### config.mk
export PLATFORM = sky130hd
export DESIGN_NAME = fifo1_wr_arbiter
export DESIGN_NICKNAME = d
export VERILOG_FILES = /design/src/rtl/fifo1_wr_arbiter.sv
export SDC_FILE = /design/constraint.sdc
export NUM_CORES = 1
export LEC_CHECK = 0
export ABC_AREA = 0
export CAP_MARGIN = 0
export CORE_AREA = 2 2 257 259
export CTS_CLUSTER_DIAMETER = 200
export CTS_CLUSTER_SIZE = 30
export DETAILED_ROUTE_END_ITERATION = 8
export DIE_AREA = 0 0 259 261
export GPL_TIMING_DRIVEN = 1
export HOLD_SLACK_MARGIN = 0.03
export SYNTH_ARGS = -nofsm -noshare
export SYNTH_HDL_FRONTEND = slang
export SYNTH_SLANG_ARGS = --single-unit
### constraint.sdc
create_clock -name wclk -period 2.5 [get_ports wclk]
set_input_delay 0.5 -clock wclk [delete_from_list [all_inputs] [get_ports wclk]]
set_output_delay 0.5 -clock wclk [all_outputs]
set_load 0.01 [all_outputs]
### src/rtl/fifo1_wr_arbiter.sv
// fifo1_wr_arbiter: round-robin arbiter sharing the single fifo1 write port
// among NREQ valid/ready producers in the write-clock domain. An owner keeps
// the port for up to BURST words, then the port returns to IDLE for one
// cycle and the next requester in round-robin order is chosen.
// Optional build macro FIFO_WR_ARB_STATS_EN adds wr_count/stall_count.
module fifo1_wr_arbiter #(
    parameter int NREQ  = 4,
    parameter int DW    = 128,
    parameter int BURST = 8
) (
    input  logic               wclk,
    input  logic               wrst,
    input  logic [NREQ-1:0]    req_valid,
    input  logic [NREQ*DW-1:0] req_data,
    output logic [NREQ-1:0]    req_ready,
    output logic [NREQ-1:0]    grant,
    output logic               busy,
    input  logic               wfull,
    output logic               winc,
    output logic [DW-1:0]      wdata
`ifdef FIFO_WR_ARB_STATS_EN
    ,
    output logic [31:0]        wr_count,
    output logic [31:0]        stall_count
`endif
);

    localparam int PW = (NREQ > 1) ? $clog2(NREQ) : 1;

    typedef enum logic {IDLE, GRANT} state_t;

    state_t        state;
    logic [PW-1:0] rr_ptr;
    logic [PW-1:0] owner;
    logic [7:0]    beats;

    logic          owner_valid;
    logic          xfer;
    logic          last_beat;
    logic          pick_found;
    logic [PW-1:0] pick_idx;
    logic [PW-1:0] owner_nxt;

    // Owner-side handshake; everything here is registered state gated by inputs,
    // so an async reset drops winc/req_ready without waiting for a clock.
    always_comb begin
        owner_valid = 1'b0;
        wdata       = '0;
        for (int i = 0; i < NREQ; i++) begin
            if (owner == PW'(i)) begin
                owner_valid = req_valid[i];
                wdata       = req_data[i*DW +: DW];
            end
        end
        xfer      = (state == GRANT) && owner_valid && !wfull;
        winc      = xfer;
        req_ready = (state == GRANT && !wfull) ? grant : '0;
        busy      = (state == GRANT);
        last_beat = (beats == 8'(BURST - 1));
        owner_nxt = (owner == PW'(NREQ - 1)) ? '0 : owner + 1'b1;
    end

    // Round-robin search: first valid requester starting at rr_ptr, wrapping mod NREQ.
    always_comb begin
        pick_found = 1'b0;
        pick_idx   = '0;
        for (int k = 0; k < NREQ; k++) begin
            if (!pick_found && req_valid[(int'(rr_ptr) + k) % NREQ]) begin
                pick_found = 1'b1;
                pick_idx   = PW'((int'(rr_ptr) + k) % NREQ);
            end
        end
    end

    // Arbitration FSM: IDLE picks an owner, GRANT streams until burst end or owner idles.
    always_ff @(posedge wclk or posedge wrst) begin
        if (wrst) begin
            state  <= IDLE;
            grant  <= '0;
            rr_ptr <= '0;
            owner  <= '0;
            beats  <= '0;
        end else begin
            case (state)
                IDLE: begin
                    if (pick_found) begin
                        state <= GRANT;
                        owner <= pick_idx;
                        grant <= NREQ'(1) << pick_idx;
                        beats <= '0;
                    end
                end
                GRANT: begin
                    // A stalled owner (valid & wfull) keeps the port with beats frozen.
                    if ((xfer && last_beat) || (!xfer && !owner_valid)) begin
                        state  <= IDLE;
                        grant  <= '0;
                        rr_ptr <= owner_nxt;
                        beats  <= '0;
                    end else if (xfer) begin
                        beats <= beats + 8'd1;
                    end
                end
                default: begin
                    state <= IDLE;
                    grant <= '0;
                end
            endcase
        end
    end

`ifdef FIFO_WR_ARB_STATS_EN
    // Free-running statistics; both wrap naturally at 2^32.
    always_ff @(posedge wclk or posedge wrst) begin
        if (wrst) begin
            wr_count    <= '0;
            stall_count <= '0;
        end else begin
            if (xfer)
                wr_count <= wr_count + 32'd1;
            if (state == GRANT && owner_valid && wfull)
                stall_count <= stall_count + 32'd1;
        end
    end
`endif

endmodule

After elaboration in Yosys (flattened, before gate mapping)
Index checks and enable logic that the tools add are counted.
- bits in registers: 17
- bits in latches: 0
- memory bits (writable): 0
- bits in read-only memories: 0
- input bits: 519
- output and inout bits: 138
- memories kept: 0
- $add $sub $neg: 5
- $mul: 0
- div/mod/pow operators: 0
- order comparisons: 4
- eq/ne operators: 7
- shifts and indexed selects: 1
- muxes and demuxes: 39
- bitwise operators: 4
- reduce and logical (&&, ||, !) cells: 23
- operators with widths (operator ; number):
    2-to-1 mux 128 bit ; 4
    2-to-1 mux 8 bit ; 3
    2-to-1 mux 1 bit ; 17
    one-hot mux 8 bit (2 select lines) ; 1
    less-than comparator 3 x 4 -> 1 bit, second input constant ; 3
    2-to-1 mux 4 bit ; 3
    2-to-1 mux 2 bit ; 5
    adder 8 x 1 -> 8 bit, second input constant ; 1
    binary-select mux 1 bit (select 2 bit) ; 4
    equality test 8 x 3 -> 1 bit, second input constant ; 1
    logical AND 1 bit ; 8
    one-hot mux 4 bit (2 select lines) ; 1
    AND reduction 2 bit ; 4
    zero test 1 bit ; 6
    OR reduction 2 bit ; 3
    adder 2 x 1 -> 2 bit, second input constant ; 2
    adder 2 bit, second input constant ; 2
    equality test 2 bit, second input constant ; 2
    left shift 1 x 2 -> 4 bit, first input constant ; 1
    AND 1 bit, first input constant ; 3
    less-than comparator 2 x 3 -> 1 bit, second input constant ; 1
    inequality test 3 x 1 -> 1 bit, second input constant ; 1
    equality test 2 x 1 -> 1 bit, second input constant ; 1
    zero test 2 bit ; 1
    5 further kinds ; 5

Longest topological paths before layout
- word-level depth: 17
- gate-level depth with buffers: 9
- mapped depth without buffers: 6

Worst setup path before layout
OpenSTA, ideal clock, no wires.
- kind: register to output
- start point: reg owner[0]
- end point: out wdata[68]
- data arrival time: 2.125 ns
- required time: 2.000 ns
- setup slack: -0.125 ns
- stages on the path, launching flop included: 9
- path buffers: 4
- path through: dfrtp_1 -> ha_1 -> clkbuf_1 -> nor2b_1 -> clkbuf_1 -> clkbuf_1 -> buf_1 -> a221oi_1 -> o31ai_1
- word-level cells in the longest chain between the ends: 5
- elaborated cells on any way between the ends: 8
- classes of those cells: 3 x eq/ne; 4 x mux; 1 x reduce/logical
- RTL lines (element ; line ; source):
    start, declared ; 34 ; logic [PW-1:0] owner;
    start signal, assigned ; 88 ; owner <= pick_idx;
    zero test 2 bit ; 50 ; if (owner == PW'(i)) begin
    2-to-1 mux 128 bit (3 in series) ; 50 ;
    2-to-1 mux 128 bit (*) ; 50 ;
    end, declared ; 20 ; output logic [DW-1:0] wdata
Mark *: on every way between the ends. The rest lies on a longest branch, timed or not.

Worst setup path after layout
- start point: reg owner[1]
- end point: out wdata[47]
The elaborated chain is that of the path after synthesis.

==> reports/metrics.yaml <==
fp.dieW_microns: 259
drc_errors: 0
ys.flop_type: "dfrtp_1"
cts-htree-levels: 1
drtIter0Drc: 391
synth_commonest_cells: "nand2_1, nor2b_1, o31ai_1, a221oi_1, clkbuf_1"
setup_viol: 118
ant_nets: 0
rows: 94
drive_above_1_share: 0.344
yosys.area_share.simple: 0.332
violations: "setup timing"
viasPerCell: 4.03
crit_path_end_kind: "primary output"
fin_crit_ns: 2.71
fillCellCount: 7023
leakage_nw: 5.77
outcome: "complete, but fails checks"
dpl.hpwl_microns: 44800
multiInputGateArea_sq_um: 5400
period_share: 1.08
clk_latency_ns: 0.24
worstPathCellList: "inv_2, ha_4, nor2b_4, buf_12, buf_16, buf_12, buf_4, a221oi_2, o31ai_2, buf_4, buf_12"
path_class: "register to primary output"
yosysWarnings: 0
cts-root-buf: "clkbuf_16"
cts_sinks: 17
hold_class: "register to register"
antenna_found_initial: 22
slowest_delay_ns: 0.38
yosysTopAreaCellShare: 0.231
maxSlewHeadroom: 0.559
pin_count: 657
worst_slew_pin_slew_ns: 0.660
pwr_density_cell_nw_per_um2: 1270
die_y_microns: 261
design.final.nets: 2001
grt_max_degree: 47
muxShareOfSynthArea: 0.0125
syn_inst: 723
path_max_fanout: 8
skew_ns: 0.00229
die-area_sq_um: 67600
whs_ns: 0.518
grt_pass1_wl_microns: 73700
max_cap_violations: 0
synthXorXnorAreaFrac: 0
slew_violations: 0
globalplace.congestion: 0.970
finalWirelength_microns: 56600
grt_pass1_vias: 9597
yosysSeqAreaShare: 0.0883
async_reset_ff_frac: 1.00
yosys-top-cells-area: "a221oi_1, o31ai_1, nor2b_1"
synth_top_family_by_area: "compound AO/OA/AOI/OAI gates"
cp_slowest_cell: "dfrtp_1"
synth_compound_area_frac: 0.472
via_count: 9446
track_usage: 0.152
register_area_sq_um: 425
clk_path_buf_depth: 2
syn-num-nets: 1247
arrival_ns: 2.21
synth_adder_area_share: 0.0130
required_ns: 2.00
numCtsBuffers: 3
hold_violations: 0
rsz0062_at_grt: "yes"
instances_no_fill: 2342
first_pass_iters: 5
clk_pin_slew_ns: 0.05
vdd_drop_max_uv: 505
io_buffers: 656
start_kind: "register"
power_w: 0.0199
synth.most_common_cell: "nand2_1"
syn2layout_area_growth_pct: 226
ys_ff_latch: 17
syn_area_sq_um: 4820
fmax_mhz: 369
cp_common_cell: "buf_12"
grt.overflow.total: 0
synth_top_area_cell: "a221oi_1"
synth.distinct_cells: 40
core-area_sq_um: 65000
detail_route.wl_per_cell_microns: 24.2
final.setup.worst_slack_ns: -0.207
place_area_sq_um: 13500
start_util: 0.0740
cts_tree: "yes"
synth-edff-count: 0
placed_cells: 2258
syn_avg_cell_area_sq_um: 6.66
final_area_sq_um: 15700
[per-layer routing]
metal  global-route usage  routed length (microns)  up-vias
met3               0.0452                     5160       60
met1                0.187                    22600     4549
li1                     -                        -     4332
met2                0.270                    27900      487
met4               0.0153                      731       18
met5                    0                      130        -
[area by class of cell]
class / instances / area share
repair buffers: 841 / 0.552
multi-input cells: 603 / 0.344
well taps: 864 / 0.0689
flip-flops and latches: 17 / 0.0271
clock buffers: 3 / 0.00478
inverters: 11 / 0.00263
clock inverters: 1 / 0.000319
diodes: 2 / 0.000319
[repair_timing]
action / 4_1_cts / 5_1_grt
pin swaps: 44 / 59
endpoints found under the setup margin: 129 / 130
hold buffers: 0 / 0
setup buffers: 39 / 34
resized for setup: 583 / 154
cloned: 15 / 4
[worst paths after layout]
check / from / endpoint / slack [ns] / cells after the start
setup / recovery: owner[1]$_DFFE_PP0P_ / wdata[47] / -0.21 / 11
hold / removal: beats[0]$_DFFE_PP0P_ / beats[0]$_DFFE_PP0P_ / 0.52 / 1
setup reg to reg: owner[1]$_DFFE_PP0P_ / beats[6]$_DFFE_PP0P_ / 0.21 / 10
hold reg to reg: beats[0]$_DFFE_PP0P_ / beats[0]$_DFFE_PP0P_ / 0.52 / 1
max in group asynchronous: wrst / rr_ptr[0]$_DFFE_PP0P_ / 1.42 / 2
min in group asynchronous: wrst / busy$_DFF_PP0_ / 0.66 / 2
[flip-flops by register name, summed over array words and instances (netlist names)]
name,cells
beats,8
busy,1
grant,4
owner,2
rr_ptr,2
[cells by family (layout without fill, tap and decap cells)]
kind of cell             after synthesis  count (layout)
AND/OR/NAND/NOR                      312             312
AO/OA/AOI/OAI                        281             281
buffers and inverters                103             856
flip-flops                            17              17
adder cells (fa/ha/maj)                5               5
multiplexers                           5               5
other                                  0               2
[worst max-delay path: cells and delay by family (launching register included)]
kind            cells  cell delay (ns)
compound gates      2             0.37
fa+ha+maj           1             0.16
buf+inv             7             0.91
flops               1             0.38
simple gates        1             0.12
[where the power goes]
group | internal [W] | leakage (nW) | switching, W
logic | 0.00996 | 5.50 | 0.00918
clock network | 0.000214 | 0.0409 | 0.000103
registers | 0.000356 | 0.224 | 0.0000841
total | 0.0105 | 5.77 | 0.00937
[placed cells by master (no fill, tap or decap), types with 17 or more instances in the layout]
cell type,netlist,routed
a221oi_2,0,87
a221oi_4,0,26
buf_12,0,54
buf_2,0,95
buf_4,0,98
buf_6,1,37
clkdlybuf4s50_1,0,527
dfrtp_1,17,17
nand2_1,140,140
nor2b_1,132,127
o31ai_1,128,70
o31ai_2,0,54
[metrics by stage]
step / setup slack, ns / setup TNS [ns] / util
2_1_floorplan: 0.0536 / 0 / -
3_3_place_gp: -0.300 / -25.05 / 0.207
3_5_place_dp: -0.387 / -25.95 / 0.207
4_1_cts: -0.268 / -16.50 / 0.228
5_1_grt: -0.290 / -20.32 / 0.241
6_report: -0.207 / -10.44 / 0.241
No activity file was read; power rests on OpenSTA's default activity.
==> RTL edit 1: new RTL, same settings <==
Compare `beats` against `8'(BURST - 1)` with >= in place of ==.
--- a/src/rtl/fifo1_wr_arbiter.sv
+++ b/src/rtl/fifo1_wr_arbiter.sv
@@ -58,3 +58,3 @@
         busy      = (state == GRANT);
-        last_beat = (beats == 8'(BURST - 1));
+        last_beat = (beats >= 8'(BURST - 1));
         owner_nxt = (owner == PW'(NREQ - 1)) ? '0 : owner + 1'b1;
Function: no difference found for any inputs over 4 cycles, from zero or initial values and one cycle with wrst high; that may be too few to reach the edited logic, so the function may still have changed.
==> RTL edit 1 against the original RTL <==
  * The run still ends with negative setup slack left
  * Combinational power is 18% lower
  * Cell area is 9.8% lower
  * Power is 18% lower
  * Die area stayed put
  * Area after synthesis is 4.9% lower
  * Wire length is 11% lower
  * Sequential cell count stayed put
  * Hold slack worse by 0.0041 ns
  * Setup slack worse by 0.077 ns
  * Largest cell class unchanged
==> RTL edit 1: results (changes against the original RTL) <==
* Run status: complete, but fails checks (unchanged)
* Failing checks: negative setup slack (unchanged)
* Critical path arrival at 2.28 ns (was 2.21 ns)
* Multi-input combinational area share at 0.301 (was 0.344)
* Multi-input gates at 720 (was 603)
* Most frequent cells after synthesis: 142 x nand2_1, 139 x nor2_1, 135 x a21oi_1 (was 140 x nand2_1, 132 x nor2b_1, 128 x o31ai_1)
* Via Count at 9,216 (was 9,446)
* Min-Delay Endpoint: rr_ptr[0] (was beats[0])
* Critical Path Slowest Stage Cell: dfrtp_2 (was dfrtp_1)
* Initial antenna violation count at 14 (was 22)
* Synthesized instance count at 830 (was 723)
* Cell Pwr Density at 1160 nW/um^2 (was 1270 nW/um^2)
* Final Instance Area at 14,100 um^2 (was 15,700 um^2)
* Multiplexer share of the synthesized area at 0.00465 (was 0.0125)
* Worst Hold Path Cells at 2 (was 1)
* Unique masters post-synth at 41 (was 40)
* Reg2Reg Depth at 9 (was 10)
* Reg2reg start: owner[0] (was owner[1])
* DP Cell Count at 2,394 (was 2,258)
* Fraction of area in clock buffers and inverters at 0.00557 (was 0.00510)
* Leakage power at 5.44 nW (was 5.77 nW)
* Min Hold Slack at 0.514 ns (was 0.518 ns)
* Met2 Track Usage GR at 0.233 (was 0.270)
* Min-delay src: rr_ptr[0] (was beats[0])
* Share of post-route cells with drive strength above 1 at 0.268 (was 0.344)
* Non-clock buffer count at 833 (was 841)
* Met2 wire length at 24,100 um (was 27,900 um)
* Tot GR Track Use at 0.132 (was 0.152)
* Area after DPL at 13,200 um^2 (was 13,500 um^2)
* Setup WS pre-CTS at -0.611 ns (was -0.387 ns)
* Met3 Routed Length at 4370 um (was 5160 um)
* Register area at 427 um^2 (was 425 um^2)
* CP max FO at 5 (was 8)
* Gpl congestion at 0.850 (was 0.970)
* Vias in the first global route at 8,981 (was 9,597)
* Routing usage on met1 at 0.159 (was 0.187)
* Final setup viols at 124 (was 118)
* Synth Area in Adders at 0.0137 (was 0.0130)
* # nets final at 2,103 (was 2,001)
* Worst VDD drop at 550 uV (was 505 uV)
* Final TNS setup at -15.19 ns (was -10.44 ns)
* Clkbuf count at 4 (was 3)
* Reg-to-reg endpoint: rr_ptr[1] (was beats[6])
* Clock Skews at 0.00124 ns (was 0.00229 ns)
* Largest net degree at the start of global routing at 70 (was 47)
* Buffering overhead at 0.585 (was 0.552)
* DP Wirelength at 41,400 um (was 44,800 um)
* FILL cells at 7,281 (was 7,023)
* Yosys top cell area share at 0.208 (was 0.231)
* First-pass GRT wire length at 63,900 um (was 73,700 um)
* Final WS setup at -0.284 ns (was -0.207 ns)
* Syn_nets at 1,354 (was 1,247)
* Routed wire per std cell at 20.5 um (was 24.2 um)
* Final wirelength at 50,100 um (was 56,600 um)
* Comb pwr at 0.0157 W (was 0.0191 W)
==> RTL edit 1: cell types whose count changed after synthesis, moves of 30 or more <==
cell	before	now
o21ai_0	3	112
a21oi_1	4	135
o31ai_1	128	1
nor2b_1	132	3
a221oi_1	127	0
a22oi_1	0	127
clkbuf_1	85	55
nor2_1	3	139
==> RTL edit 1: worst max-delay path by stage <==
| stage | startpoint | endpoint | slack (ns) | cells past startpoint |
|---|---|---|---|---|
| floorplan | owner[0] | wdata[82] | 0.30 | 10 |
| global placement | owner[0] | wdata[83] | -0.57 | 9 |
| detailed placement | owner[0] | wdata[83] | -0.61 | 9 |
| CTS | owner[0] | wdata[20] | -0.33 | 13 |
| global route | owner[0] | wdata[20] | -0.41 | 13 |
| finish | owner[0] | wdata[28] | -0.28 | 13 |
==> RTL edit 1: timing repair <==
action | in CTS | in global routing
endpoints found under the setup margin | 129 | 129
gates cloned | 6 | 2
pin swaps | 19 | 66
setup buffers | 23 | 23
gates resized for setup | 558 | 173
==> RTL edit 2: new RTL, config.mk and constraints unchanged <==
Made on the original files. Set the parameter `DW` to 132 (it was 128).
--- a/src/rtl/fifo1_wr_arbiter.sv
+++ b/src/rtl/fifo1_wr_arbiter.sv
@@ -7,3 +7,3 @@
     parameter int NREQ  = 4,
-    parameter int DW    = 128,
+    parameter int DW    = 132,
     parameter int BURST = 8
Ports: changed (resized req_data and wdata); port bits go from 657 to 677. The function was not compared with the original's and may differ.
==> RTL edit 2 against the original RTL <==
  * The flow still finishes with violations (negative setup slack)
  * Synthesized cell count rose by 1.5%
  * Area after synthesis rose by 3.6%
  * Cell area rose by 3.5%
  * Largest cell class unchanged
  * Sequential cell count did not move
  * Power rose by 2.9%
  * Via count rose by 3.8%
  * Setup slack got worse by 0.017 ns
  * Count of clock-buffer cells in the layout did not move
  * Wire length fell by 1.9%
==> RTL edit 2: results (changes against the original RTL) <==
* Worst path max stage delay at 0.40 ns (was 0.38 ns)
* CP startpoint: owner[0] (was owner[1])
* Multi-input gates at 613 (was 603)
* Setup Fix Bufs, Post-CTS at 44 (was 39)
* Met2 Track Usage GR at 0.263 (was 0.270)
* Multi-input logic area at 5550 um^2 (was 5400 um^2)
* Synth area leaders: a221oi_1 23%, o31ai_1 20%, nor2b_1 17%, nand2_1 10%, dfrtp_1 8.5% (was a221oi_1 23%, o31ai_1 20%, nor2b_1 17%, nand2_1 11%, dfrtp_1 8.8%)
* Post-synthesis sequential area ratio at 0.0853 (was 0.0883)
* 1st-iter DRT viols at 456 (was 391)
* Met3 GRT Util at 0.0454 (was 0.0452)
* Largest net degree at the start of global routing at 38 (was 47)
* Tot GR Track Use at 0.145 (was 0.152)
* Rel. slew slack at 0.568 (was 0.559)
* Most frequent cells after synthesis: 137 x nand2_1, 136 x nor2b_1, 131 x a221oi_1, 131 x o31ai_1, 69 x clkbuf_1 (was 140 x nand2_1, 132 x nor2b_1, 128 x o31ai_1)
* Leakage power at 6.00 nW (was 5.77 nW)
* DP Cell Count at 2,295 (was 2,258)
* Min-delay src: beats[1] (was beats[0])
* Final wirelength at 55,500 um (was 56,600 um)
* Run status: complete, but fails checks (unchanged)
* Met3 Routed Length at 5050 um (was 5160 um)
* Non-clock buffer count at 872 (was 841)
* Buffering overhead at 0.557 (was 0.552)
* Min-Delay Endpoint: beats[1] (was beats[0])
* Seq/total area at 0.0262 (was 0.0271)
* Syn_nets at 1,274 (was 1,247)
* Comb pwr at 0.0197 W (was 0.0191 W)
* Switch Pwr at 0.00971 W (was 0.00937 W)
* Post-cts sizing count at 623 (was 583)
* Multiplexer share of the synthesized area at 0.00853 (was 0.0125)
* Synth Area in Compound Gates at 0.470 (was 0.472)
* Critical Path Slowest Stage Cell: dfrtp_1 (unchanged)
* Setup crit end: wdata[107] (was wdata[47])
* Routing usage on met1 at 0.165 (was 0.187)
* Worst Hold Path Cells at 2 (was 1)
* CP max FO at 7 (was 8)
* Initial antenna violation count at 18 (was 22)
* Vias in the first global route at 10,000 (was 9,597)
* Met2 wire length at 27,400 um (was 27,900 um)
* Reg2reg setup slack at 0.15 ns (was 0.21 ns)
* Final Instance Count excl. Fillers at 2,389 (was 2,342)
* Unique masters post-synth at 49 (was 40)
* Port Buffers at 676 (was 656)
* Reg-to-reg endpoint: rr_ptr[0] (was beats[6])
* DP Wirelength at 41,600 um (was 44,800 um)
* Syn Area/Cell at 6.80 um^2 (was 6.66 um^2)
* WL met1 at 21,500 um (was 22,600 um)
* Final WS setup at -0.223 ns (was -0.207 ns)
* Final setup viols at 124 (was 118)
* Gpl congestion at 0.894 (was 0.970)
* Post-synthesis xor/xnor area fraction at 0.00351 (was 0)
* Failing checks: negative setup slack (unchanged)
* Setup WS pre-CTS at -0.417 ns (was -0.387 ns)
* # nets final at 2,059 (was 2,001)
## RTL edit 2: cell types whose count changed in the layout (fill, tap and decap cells not counted), moves of 7 or more
cell             delta
a221oi_1           +26
clkdlybuf4s50_1    +14
buf_6              +17
buf_4               +8
a221oi_2           -27
o31ai_1            +15
o31ai_4            +15
buf_12             -10
o31ai_2            -27
buf_2               -7
## RTL edit 2: per-stage QoR
step           hold slack (ns)  area, um^2  utilization  power (W)  setup TNS [ns]
2_1_floorplan            0.426        4990            -    0.00630               0
3_3_place_gp             0.519       13700        0.210     0.0157          -27.08
3_5_place_dp             0.546       13700        0.210     0.0158          -27.23
4_1_cts                  0.560       14900        0.229     0.0184          -14.11
5_1_grt                  0.578       16200        0.249     0.0217          -24.21
6_report                 0.559       16200        0.250     0.0205          -12.00
## RTL edit 2: tightest hold or removal path: cells and delay by family, from the launching register on
kind	cells	cell delay [ns]
flops	1	0.37
buf+inv	1	0.06
compound gates	1	0.08
